===== src/rtl/discharge_pulse_ctrl_if.sv =====
// Handshake/data bundle between the SPI command block, the gap ADC and the
// discharge pulse sequencer.
interface discharge_pulse_ctrl_if;
  logic        machine_start;
  logic        machine_stop;
  logic [15:0] ton_data;
  logic [15:0] toff_data;
  logic [15:0] gap_volt;
  logic        mosfet_on;
  logic        running;
  logic [2:0]  state_o;
  logic [15:0] pulse_cnt;
  logic [15:0] short_cnt;
  logic [15:0] open_cnt;

  modport master (
    output machine_start, machine_stop, ton_data, toff_data, gap_volt,
    input  mosfet_on, running, state_o, pulse_cnt, short_cnt, open_cnt
  );

  modport slave (
    input  machine_start, machine_stop, ton_data, toff_data, gap_volt,
    output mosfet_on, running, state_o, pulse_cnt, short_cnt, open_cnt
  );
endinterface


===== src/rtl/discharge_pulse_ctrl.sv =====
// EDM discharge pulse sequencer: energises the gap, waits for filtered breakdown,
// times Ton/Toff in prescaled units and tallies normal, short and open pulses.
module discharge_pulse_ctrl #(
  parameter int unsigned TICK_DIV     = 100,
  parameter logic [15:0] BD_MV        = 16'd15000,
  parameter logic [15:0] SHORT_MV     = 16'd3000,
  parameter int unsigned FILT         = 3,
  parameter logic [15:0] OPEN_TIMEOUT = 16'd200
) (
  input  logic                         clk,
  input  logic                         rst_n,
  discharge_pulse_ctrl_if.slave        bus
);

  localparam int unsigned PRE_W = (TICK_DIV > 1) ? $clog2(TICK_DIV) : 1;
  localparam int unsigned FLT_W = (FILT > 1) ? $clog2(FILT + 1) : 1;
  localparam logic [PRE_W-1:0] PRE_LAST = PRE_W'(TICK_DIV - 1);
  localparam logic [FLT_W-1:0] FLT_LAST = FLT_W'(FILT - 1);

  typedef enum logic [2:0] {
    S_IDLE      = 3'd0,
    S_LOAD      = 3'd1,
    S_WAIT_BD   = 3'd2,
    S_DISCHARGE = 3'd3,
    S_TOFF      = 3'd4
  } state_t;

  // A programmed length of 0 units behaves as 1 unit.
  function automatic logic [15:0] units_last(input logic [15:0] v);
    return (v == 16'd0) ? 16'd0 : v - 16'd1;
  endfunction

  function automatic logic [15:0] sat_inc(input logic [15:0] v);
    return (v == 16'hFFFF) ? v : v + 16'd1;
  endfunction

  state_t             state_q, state_d;
  logic               mosfet_q, mosfet_d;
  logic               running_q, running_d;
  logic [15:0]        ton_q, ton_d;
  logic [15:0]        toff_q, toff_d;
  logic [15:0]        gap_q;
  logic [FLT_W-1:0]   bd_cnt_q, bd_cnt_d;
  logic [FLT_W-1:0]   sc_cnt_q, sc_cnt_d;
  logic [PRE_W-1:0]   pre_q, pre_d;
  logic [15:0]        unit_q, unit_d;
  logic [15:0]        pulse_q, pulse_d;
  logic [15:0]        short_q, short_d;
  logic [15:0]        open_q, open_d;

  logic gap_bd, gap_sc, bd_ok, sc_ok, tick_last;

  // The decision uses the stored run length plus the current sample, so the
  // FILT-th consecutive low sample is acted on in the same cycle it is seen.
  always_comb begin
    gap_bd    = (gap_q < BD_MV);
    gap_sc    = (gap_q < SHORT_MV);
    bd_ok     = gap_bd && (bd_cnt_q >= FLT_LAST);
    sc_ok     = gap_sc && (sc_cnt_q >= FLT_LAST);
    tick_last = (pre_q == PRE_LAST);
  end

  always_comb begin
    state_d = state_q;
    pulse_d = pulse_q;
    short_d = short_q;
    open_d  = open_q;
    ton_d   = ton_q;
    toff_d  = toff_q;

    if (bus.machine_stop) begin
      state_d = S_IDLE;
    end else begin
      case (state_q)
        S_IDLE: begin
          if (bus.machine_start) begin
            state_d = S_LOAD;
            pulse_d = 16'd0;
            short_d = 16'd0;
            open_d  = 16'd0;
          end
        end
        S_LOAD: begin
          ton_d   = bus.ton_data;
          toff_d  = bus.toff_data;
          state_d = S_WAIT_BD;
        end
        S_WAIT_BD: begin
          if (sc_ok) begin
            state_d = S_TOFF;
            short_d = sat_inc(short_q);
          end else if (bd_ok) begin
            state_d = S_DISCHARGE;
          end else if (tick_last && (unit_q == units_last(OPEN_TIMEOUT))) begin
            state_d = S_TOFF;
            open_d  = sat_inc(open_q);
          end
        end
        S_DISCHARGE: begin
          if (tick_last && (unit_q == units_last(ton_q))) begin
            state_d = S_TOFF;
            pulse_d = sat_inc(pulse_q);
          end
        end
        S_TOFF: begin
          if (tick_last && (unit_q == units_last(toff_q))) begin
            state_d = S_LOAD;
          end
        end
        default: state_d = S_IDLE;
      endcase
    end
  end

  // Timer restarts on every state change; filters restart on WAIT_BD entry.
  always_comb begin
    pre_d  = pre_q;
    unit_d = unit_q;
    if (state_d != state_q) begin
      pre_d  = '0;
      unit_d = 16'd0;
    end else if (state_q != S_IDLE) begin
      pre_d  = tick_last ? '0 : pre_q + 1'b1;
      unit_d = tick_last ? unit_q + 16'd1 : unit_q;
    end

    if ((state_d == S_WAIT_BD) && (state_q != S_WAIT_BD)) begin
      bd_cnt_d = '0;
      sc_cnt_d = '0;
    end else begin
      bd_cnt_d = !gap_bd ? '0 : (bd_cnt_q >= FLT_LAST) ? bd_cnt_q : bd_cnt_q + 1'b1;
      sc_cnt_d = !gap_sc ? '0 : (sc_cnt_q >= FLT_LAST) ? sc_cnt_q : sc_cnt_q + 1'b1;
    end

    mosfet_d  = (state_d == S_WAIT_BD) || (state_d == S_DISCHARGE);
    running_d = (state_d != S_IDLE);
  end

  always_ff @(posedge clk or negedge rst_n) begin
    if (!rst_n) begin
      state_q   <= S_IDLE;
      mosfet_q  <= 1'b0;
      running_q <= 1'b0;
      ton_q     <= 16'd0;
      toff_q    <= 16'd0;
      gap_q     <= 16'hFFFF;
      bd_cnt_q  <= '0;
      sc_cnt_q  <= '0;
      pre_q     <= '0;
      unit_q    <= 16'd0;
      pulse_q   <= 16'd0;
      short_q   <= 16'd0;
      open_q    <= 16'd0;
    end else begin
      state_q   <= state_d;
      mosfet_q  <= mosfet_d;
      running_q <= running_d;
      ton_q     <= ton_d;
      toff_q    <= toff_d;
      gap_q     <= bus.gap_volt;
      bd_cnt_q  <= bd_cnt_d;
      sc_cnt_q  <= sc_cnt_d;
      pre_q     <= pre_d;
      unit_q    <= unit_d;
      pulse_q   <= pulse_d;
      short_q   <= short_d;
      open_q    <= open_d;
    end
  end

  assign bus.mosfet_on = mosfet_q;
  assign bus.running   = running_q;
  assign bus.state_o   = state_q;
  assign bus.pulse_cnt = pulse_q;
  assign bus.short_cnt = short_q;
  assign bus.open_cnt  = open_q;

endmodule


===== src/flat_wrapper.sv =====
// flat-port wrapper written by rule: the top's interface ports become plain ports
module discharge_pulse_ctrl_flat 
#(
  parameter int unsigned TICK_DIV     = 100,
  parameter logic [15:0] BD_MV        = 16'd15000,
  parameter logic [15:0] SHORT_MV     = 16'd3000,
  parameter int unsigned FILT         = 3,
  parameter logic [15:0] OPEN_TIMEOUT = 16'd200
)
  (clk, rst_n, bus_machine_start, bus_machine_stop, bus_ton_data, bus_toff_data, bus_gap_volt, bus_mosfet_on, bus_running, bus_state_o, bus_pulse_cnt, bus_short_cnt, bus_open_cnt);
  discharge_pulse_ctrl_if bus_i ();
  input  logic clk;
  input  logic rst_n;
  input wire logic [$bits(bus_i.machine_start)-1:0] bus_machine_start;
  input wire logic [$bits(bus_i.machine_stop)-1:0] bus_machine_stop;
  input wire logic [$bits(bus_i.ton_data)-1:0] bus_ton_data;
  input wire logic [$bits(bus_i.toff_data)-1:0] bus_toff_data;
  input wire logic [$bits(bus_i.gap_volt)-1:0] bus_gap_volt;
  output wire logic [$bits(bus_i.mosfet_on)-1:0] bus_mosfet_on;
  output wire logic [$bits(bus_i.running)-1:0] bus_running;
  output wire logic [$bits(bus_i.state_o)-1:0] bus_state_o;
  output wire logic [$bits(bus_i.pulse_cnt)-1:0] bus_pulse_cnt;
  output wire logic [$bits(bus_i.short_cnt)-1:0] bus_short_cnt;
  output wire logic [$bits(bus_i.open_cnt)-1:0] bus_open_cnt;
  assign bus_i.machine_start = bus_machine_start;
  assign bus_i.machine_stop = bus_machine_stop;
  assign bus_i.ton_data = bus_ton_data;
  assign bus_i.toff_data = bus_toff_data;
  assign bus_i.gap_volt = bus_gap_volt;
  assign bus_mosfet_on = bus_i.mosfet_on;
  assign bus_running = bus_i.running;
  assign bus_state_o = bus_i.state_o;
  assign bus_pulse_cnt = bus_i.pulse_cnt;
  assign bus_short_cnt = bus_i.short_cnt;
  assign bus_open_cnt = bus_i.open_cnt;
  discharge_pulse_ctrl #(.TICK_DIV(TICK_DIV), .BD_MV(BD_MV), .SHORT_MV(SHORT_MV), .FILT(FILT), .OPEN_TIMEOUT(OPEN_TIMEOUT)) u_core (.clk(clk), .rst_n(rst_n), .bus(bus_i));
endmodule

===== config.mk =====
export PLATFORM = sky130hd
export DESIGN_NAME = discharge_pulse_ctrl_flat
export DESIGN_NICKNAME = d
export VERILOG_FILES = /design/src/rtl/discharge_pulse_ctrl_if.sv /design/src/rtl/discharge_pulse_ctrl.sv /design/src/flat_wrapper.sv
export SDC_FILE = /design/constraint.sdc
export NUM_CORES = 1
export LEC_CHECK = 0
export ABC_AREA = 1
export CAP_MARGIN = 15
export CELL_PAD_IN_SITES_DETAIL_PLACEMENT = 1
export CELL_PAD_IN_SITES_GLOBAL_PLACEMENT = 2
export CORE_ASPECT_RATIO = 0.75
export CORE_MARGIN = 2
export CORE_UTILIZATION = 31
export CTS_CLUSTER_DIAMETER = 150
export DETAILED_ROUTE_END_ITERATION = 16
export PLACE_DENSITY = 0.76
export SLEW_MARGIN = 40
export SYNTH_ARGS = -nofsm -noshare
export SYNTH_HDL_FRONTEND = slang
export SYNTH_SLANG_ARGS = --single-unit

===== constraint.sdc =====
create_clock -name clk -period 3.6 [get_ports clk]
set_clock_uncertainty 0.1 [all_clocks]
set_input_delay 0.36 -clock clk [delete_from_list [all_inputs] [get_ports clk]]
set_output_delay 0.36 -clock clk [all_outputs]
set_load 0.01 [all_outputs]

; ---- Word level (Yosys, flattened, before mapping)
; Cells that the tools add are included.
[totals]
regBits = 128
latch_bits = 0
ram_bits = 0
rom_bits = 0
input_bits = 52
output_inout_bits = 53
word_cells = 108
memories = 0
[op_classes]
add_sub_neg = 9
multipliers = 0
div_mod_pow = 0
magnitude_cmp = 4
eq_ne = 26
shift = 0
mux = 34
bitwise = 1
n_reduce_logical = 21
[ops]
columns = cell, count
row1 = 16-bit 2-to-1 mux, 14
row2 = 16-bit case mux with 2 select lines, 3
row3 = 16-bit by 1-bit adder with 16-bit output (second input constant), 4
row4 = 16-bit equality test (second input constant), 3
row5 = 16-bit equality test, 2
row6 = 16-bit zero test, 2
row7 = 16-bit by 1-bit subtractor with 16-bit output (second input constant), 2
row8 = 3-bit 2-to-1 mux, 7
row9 = 7-bit 2-to-1 mux, 3
row10 = 16-bit by 8-bit equality test with 1-bit output (second input constant), 1
row11 = 16-bit by 12-bit less-than comparator with 1-bit output (second input constant), 1
row12 = 16-bit by 14-bit less-than comparator with 1-bit output (second input constant), 1
row13 = 3-bit case mux with 5 select lines, 1
row14 = 3-bit by 2-bit equality test with 1-bit output (second input constant), 4
row15 = 2-bit 2-to-1 mux, 6
row16 = 2-bit != test (second input constant), 6
row17 = 5-bit AND reduction, 2
row18 = 2-bit nonzero test, 4
row19 = 7-bit by 1-bit adder with 7-bit output (second input constant), 1
row20 = 7-bit equality test (second input constant), 1
row21 = 7-bit AND reduction, 1
row22 = 1-bit logical AND, 6
row23 = 2-bit by 1-bit != test with 1-bit output (second input constant), 3
row24 = 3-bit != test (second input constant), 2
row25 = 11 further kinds, 15

; ---- Logic depth before layout (Yosys ltp)
[logic_depth]
ltp_word = 10
depth_mapped = 23

; ---- Worst setup path before layout
; Ideal clock, no wire load.
[synth_timing]
kind = register to register
startpoint = register u_core.toff_q[0]
endpoint = register u_core.unit_q[0]
setup_time_ns = 0.124
arrival_time_ns = 2.407
setup_slack_ns = 0.969
stages_incl_launch_ff = 22
path_buffers = 3
cell_sequence = dfrtp_1 -> clkinv_1 -> ha_1 -> nand2_2 -> nor2_1 -> nand2_2 -> buf_2 -> nand3_1 -> nand2_1 -> nand4_1 -> nor2_1 -> nand3_1 -> nand2_1 -> nand3_1 -> nand2_1 -> nand2_1 -> nand3_2 -> nor2_4 -> buf_6 -> buf_6 -> nand4_1 -> nand2_1
[synth_between]
elab_chain_len = 10
word_cells_on_any_way = 13
[synth_rtl]
columns = element, line_no
row1 = start: declaration, discharge_pulse_ctrl.sv:41  ; logic [15:0] toff_q, toff_d;
row2 = start signal: assignment, discharge_pulse_ctrl.sv:159  ; toff_q <= toff_d;
row3 = 16-bit by 1-bit subtractor with 16-bit output / 16-bit zero test (equally long branches), discharge_pulse_ctrl.sv:30  ; return (v == 16'd0) ? 16'd0 : v - 16'd1;
row4 = 16-bit 2-to-1 mux (*), discharge_pulse_ctrl.sv:30
row5 = 16-bit equality test (*), discharge_pulse_ctrl.sv:106  ; if (tick_last && (unit_q == units_last(toff_q))) begin
row6 = 1-bit logical AND (*), discharge_pulse_ctrl.sv:106
row7 = 3-bit 2-to-1 mux (*), discharge_pulse_ctrl.sv:106
row8 = 3-bit case mux with 5 select lines (*), discharge_pulse_ctrl.sv:74  ; case (state_q)
row9 = 3-bit 2-to-1 mux (*), discharge_pulse_ctrl.sv:71  ; if (bus.machine_stop) begin
row10 = 3-bit != test (*), discharge_pulse_ctrl.sv:119  ; if (state_d != state_q) begin
row11 = 2-bit nonzero test (no line), --
row12 = 2-bit AND reduction (no line), --
row13 = end signal: assignment, discharge_pulse_ctrl.sv:164  ; unit_q <= unit_d;
row14 = end: declaration, discharge_pulse_ctrl.sv:46  ; logic [15:0] unit_q, unit_d;
; Mark *: on every way between the ends. The rest lies on a longest branch, timed or not.
; A chain may end at the register's enable or synchronous reset.

; ---- Final worst setup path
[layout_timing]
startpoint = register u_core.pre_q[2]
endpoint = register u_core.open_q[7] (netlist: u_core.bus.open_cnt[7])
[layout_between]
elab_chain_len = 4
[layout_rtl]
columns = element, line_no
row1 = start: declaration, discharge_pulse_ctrl.sv:45  ; logic [PRE_W-1:0] pre_q, pre_d;
row2 = start signal: assignment, discharge_pulse_ctrl.sv:163  ; pre_q <= pre_d;
row3 = 7-bit equality test, discharge_pulse_ctrl.sv:60  ; tick_last = (pre_q == PRE_LAST);
row4 = 1-bit logical AND, discharge_pulse_ctrl.sv:94  ; end else if (tick_last && (unit_q == units_last(OPEN_TIMEOUT))) begin
row5 = 2-bit by 1-bit != test with 1-bit output (no line), --
row6 = 7-bit AND reduction (no line), --
row7 = end signal: assignment, discharge_pulse_ctrl.sv:167  ; open_q <= open_d;
row8 = end: declaration, discharge_pulse_ctrl.sv:49  ; logic [15:0] open_q, open_d;
; No other way between the ends.

==> results.cfg <==
[grt]
grt_pass1_vias = 7783
gr-total-overflow = 0
grt_first_pass_wirelength_mm = 41.7
grt_max_degree = 89
grt_util_all_layers_pct = 20.4
antenna_found_initial = 1

[layout]
drive_gt1_share_pct = 10.6
syn2layout_area_growth_pct = 28.6
final_common_cell = nand2_1
stdcell_area_um2 = 9860
mostFrequentLayoutCells = nand2_1 (290), inv_1 (126), dfrtp_1 (112), nor2_1 (111), clkdlybuf4s50_1 (100)
fin_nets = 1261

[logic_synthesis]
ys_seq_elements = 125
synth_edf_count = 0
synth.net_count = 1129
synthArstFlopShare_pct = 100
synthDistinctLibCells = 44
synthTopCellsByArea = dfrtp_1 (37%), nand2_1 (14%), inv_1 (6.2%)
synth_cells = 1068
syn_area_per_cell_um2 = 7.18
seq_area_frac_synth_pct = 41.0
ys.flop_type = dfrtp_1
yosysTopAreaCellShare_pct = 36.5
yosys.area.top_type = dfrtp_1
ys_warn_count = 0
syn-cell-area_um2 = 7670

[setup_path]
r2r_cells = 12
cpMaxStageDelayCell = nor4_4
critPathBufInv = 1
start_kind = flop
reg2reg_from = u_core.pre_q[2]$_DFFE_PN0P_
cp_cell_sequence = or2_1, nor4_4, nand4_1, buf_4, a31oi_1, nand4_1, nand2_1, nand3b_1, nor2_1, nand2_1, o21ai_0, a21oi_1
r2r_slack_ps = 330
slowest_delay_ps = 490
path_class = reg -> reg
end_kind = flop
rr_endpoint = u_core.bus.open_cnt[7]$_DFFE_PN0P_
arrival_ps = 3490
critPathTopFamily = simple AND/OR/NAND/NOR gates
crit_required_ps = 3820
critPathMaxFanout = 6

[timing]
layout_min_cycle_time_ps = 3270
worstMarginPinSlew_ps = 563
setup_slack_ps = 329
slew_violations = 0
rsz0062_at_grt = true
slew_headroom_pct = 62.2
setup_violations = 0
fmax_mhz = 306
whs_ps = 231
period_share_pct = 90.9
tns_ps = 0
hold_viol_final = 0

[pwr]
power_leakage_nw = 4.56
ir_drop_uv = 342
power.density_nw_per_um2 = 456
power.total_mw = 4.50

[clock_tree]
clk_path_buf_depth = 2
root_buffer = clkbuf_16
clk_pin_slew_ps = 60
cts_tree = yes
clock-sinks = 125
numCtsBuffers = 17
h-tree-depth = 4
clk_latency_ps = 440

[route]
drt_first_pass_iters = 4
vias = 7538
routedWlPerCell_um = 16.4
drtIter0Drc = 397
drc_errors = 0
drt-vias-per-instance = 4.88
wl_mm = 25.4
final_antenna_net_count = 0

[placed_design]
place_area_um2 = 9220
globalplace.congestion = 0.865
port-buffer-count = 101
dp_hpwl_mm = 18.8
place_ws_ps = -34.3

[min_path]
holdPathEnd = u_core.gap_q[10]$_DFF_PN1_
hold_class = in -> reg
whs_path_depth = 1
min_from = bus_gap_volt[10]

[flow_run]
drv_cap = 0

[die]
core_um2 = 24200
dieArea_um2 = 26000
die-height_um = 140
initial_core_util_pct = 31.8
num_io_pins = 105
placementRows = 49
die_width_um = 186

[run_status]
outcome = complete, no violations
[synth_stat cells, types with 19 or more instances]
library cell and n:
a21oi_1 35, clkbuf_1 19, dfrtp_1 112, inv_1 126, nand2_1 291, nand3_1 91
nand4_1 46, nor2_1 111, nor3_1 26, o21ai_0 54, xor2_1 23
[stage by stage]
step                utilization (%)  instances
global placement               38.2       1504
finish                         40.8       1545
floorplan                         -       1068
CTS                            40.6       1538
detailed placement             38.2       1504
global route                   40.8       1544
[sequential cells by signal (all words and copies together) (netlist names)]
| register | cells |
|---|---|
| u_core.sc_cnt_q | 2 |
| u_core.unit_q | 16 |
| u_core.toff_q | 16 |
| u_core.bus.open_cnt | 16 |
| u_core.bd_cnt_q | 2 |
| u_core.gap_q | 13 |
| u_core.ton_q | 16 |
| u_core.bus.short_cnt | 16 |
| u_core.bus.state_o | 3 |
| u_core.bus.running | 1 |
| u_core.pre_q | 7 |
| u_core.bus.mosfet_on | 1 |
| u_core.bus.pulse_cnt | 16 |
[cell families (layout without fill, tap and decap cells)]
kind of cell             Yosys count  after routing  share of synthesized area, %
XOR/XNOR                          26             26                          2.97
adder cells (fa/ha/maj)            9              9                          1.47
AO/OA/AOI/OAI                    127            127                          9.66
flip-flops                       125            125                          41.0
other                              0              1                             0
buffers and inverters            163            305                          8.65
AND/OR/NAND/NOR                  618            621                          36.3
[layer usage]
metal	routed length (µm)	up-vias	GRT usage, %
li1	-	3770	-
met1	13800	3642	31.3
met2	10400	111	28.8
met3	977	15	4.50
met4	185	0	5.14
met5	0	-	0
[report_power, final]
| group | internal, mW | switching (mW) |
|---|---|---|
| combinational | 0.429 | 0.718 |
| clock | 1.01 | 0.681 |
| sequential | 1.53 | 0.126 |
| total | 2.97 | 1.53 |
[cell type report]
cell class,instances,area [µm²]
antenna,1,2.50
timing repair buffer,142,1340
clock buffer,20,437
clock inverter,12,124
multi-input combinational,783,3900
inverter,131,492
tap,331,414
fill,3038,14300
sequential,125,3140
[worst register-to-register path, cell delays in order (launching register included)]
cell      delay [ps]
dfrtp_1          440
or2_1            280
nor4_4           490
nand4_1          160
buf_4            190
a31oi_1          210
nand4_1          190
nand2_1          210
nand3b_1         250
nor2_1           290
nand2_1          110
o21ai_0          170
a21oi_1           50
[worst max-delay path by stage]
stage                                             from                              endpoint  slack [ps]  cells after the start
after detailed placement   u_core.ton_q[0]$_DFFE_PN0P_           u_core.pre_q[0]$_DFFE_PN0P_         -30                     23
after global routing       u_core.ton_q[1]$_DFFE_PN0P_  u_core.bus.pulse_cnt[13]$_DFFE_PN0P_         -30                     24
final                      u_core.pre_q[2]$_DFFE_PN0P_    u_core.bus.open_cnt[7]$_DFFE_PN0P_         330                     12
after CTS                  u_core.pre_q[0]$_DFFE_PN0P_   u_core.bus.open_cnt[14]$_DFFE_PN0P_         110                     13
after floorplan           u_core.toff_q[0]$_DFFE_PN0P_          u_core.unit_q[0]$_DFFE_PN0P_         970                     21
after global placement     u_core.ton_q[1]$_DFFE_PN0P_           u_core.pre_q[0]$_DFFE_PN0P_          50                     23
[what timing repair did]
item,in CTS,in global routing
endpoints found under the setup margin,1,38
hold buffers,1,0
gates resized for setup,1,4
gates cloned,1,2
buffers inserted,0,4
endpoints found under the hold margin,26,0
pin swaps,1,4
Note: power is estimated with default switching activity, not from simulation.
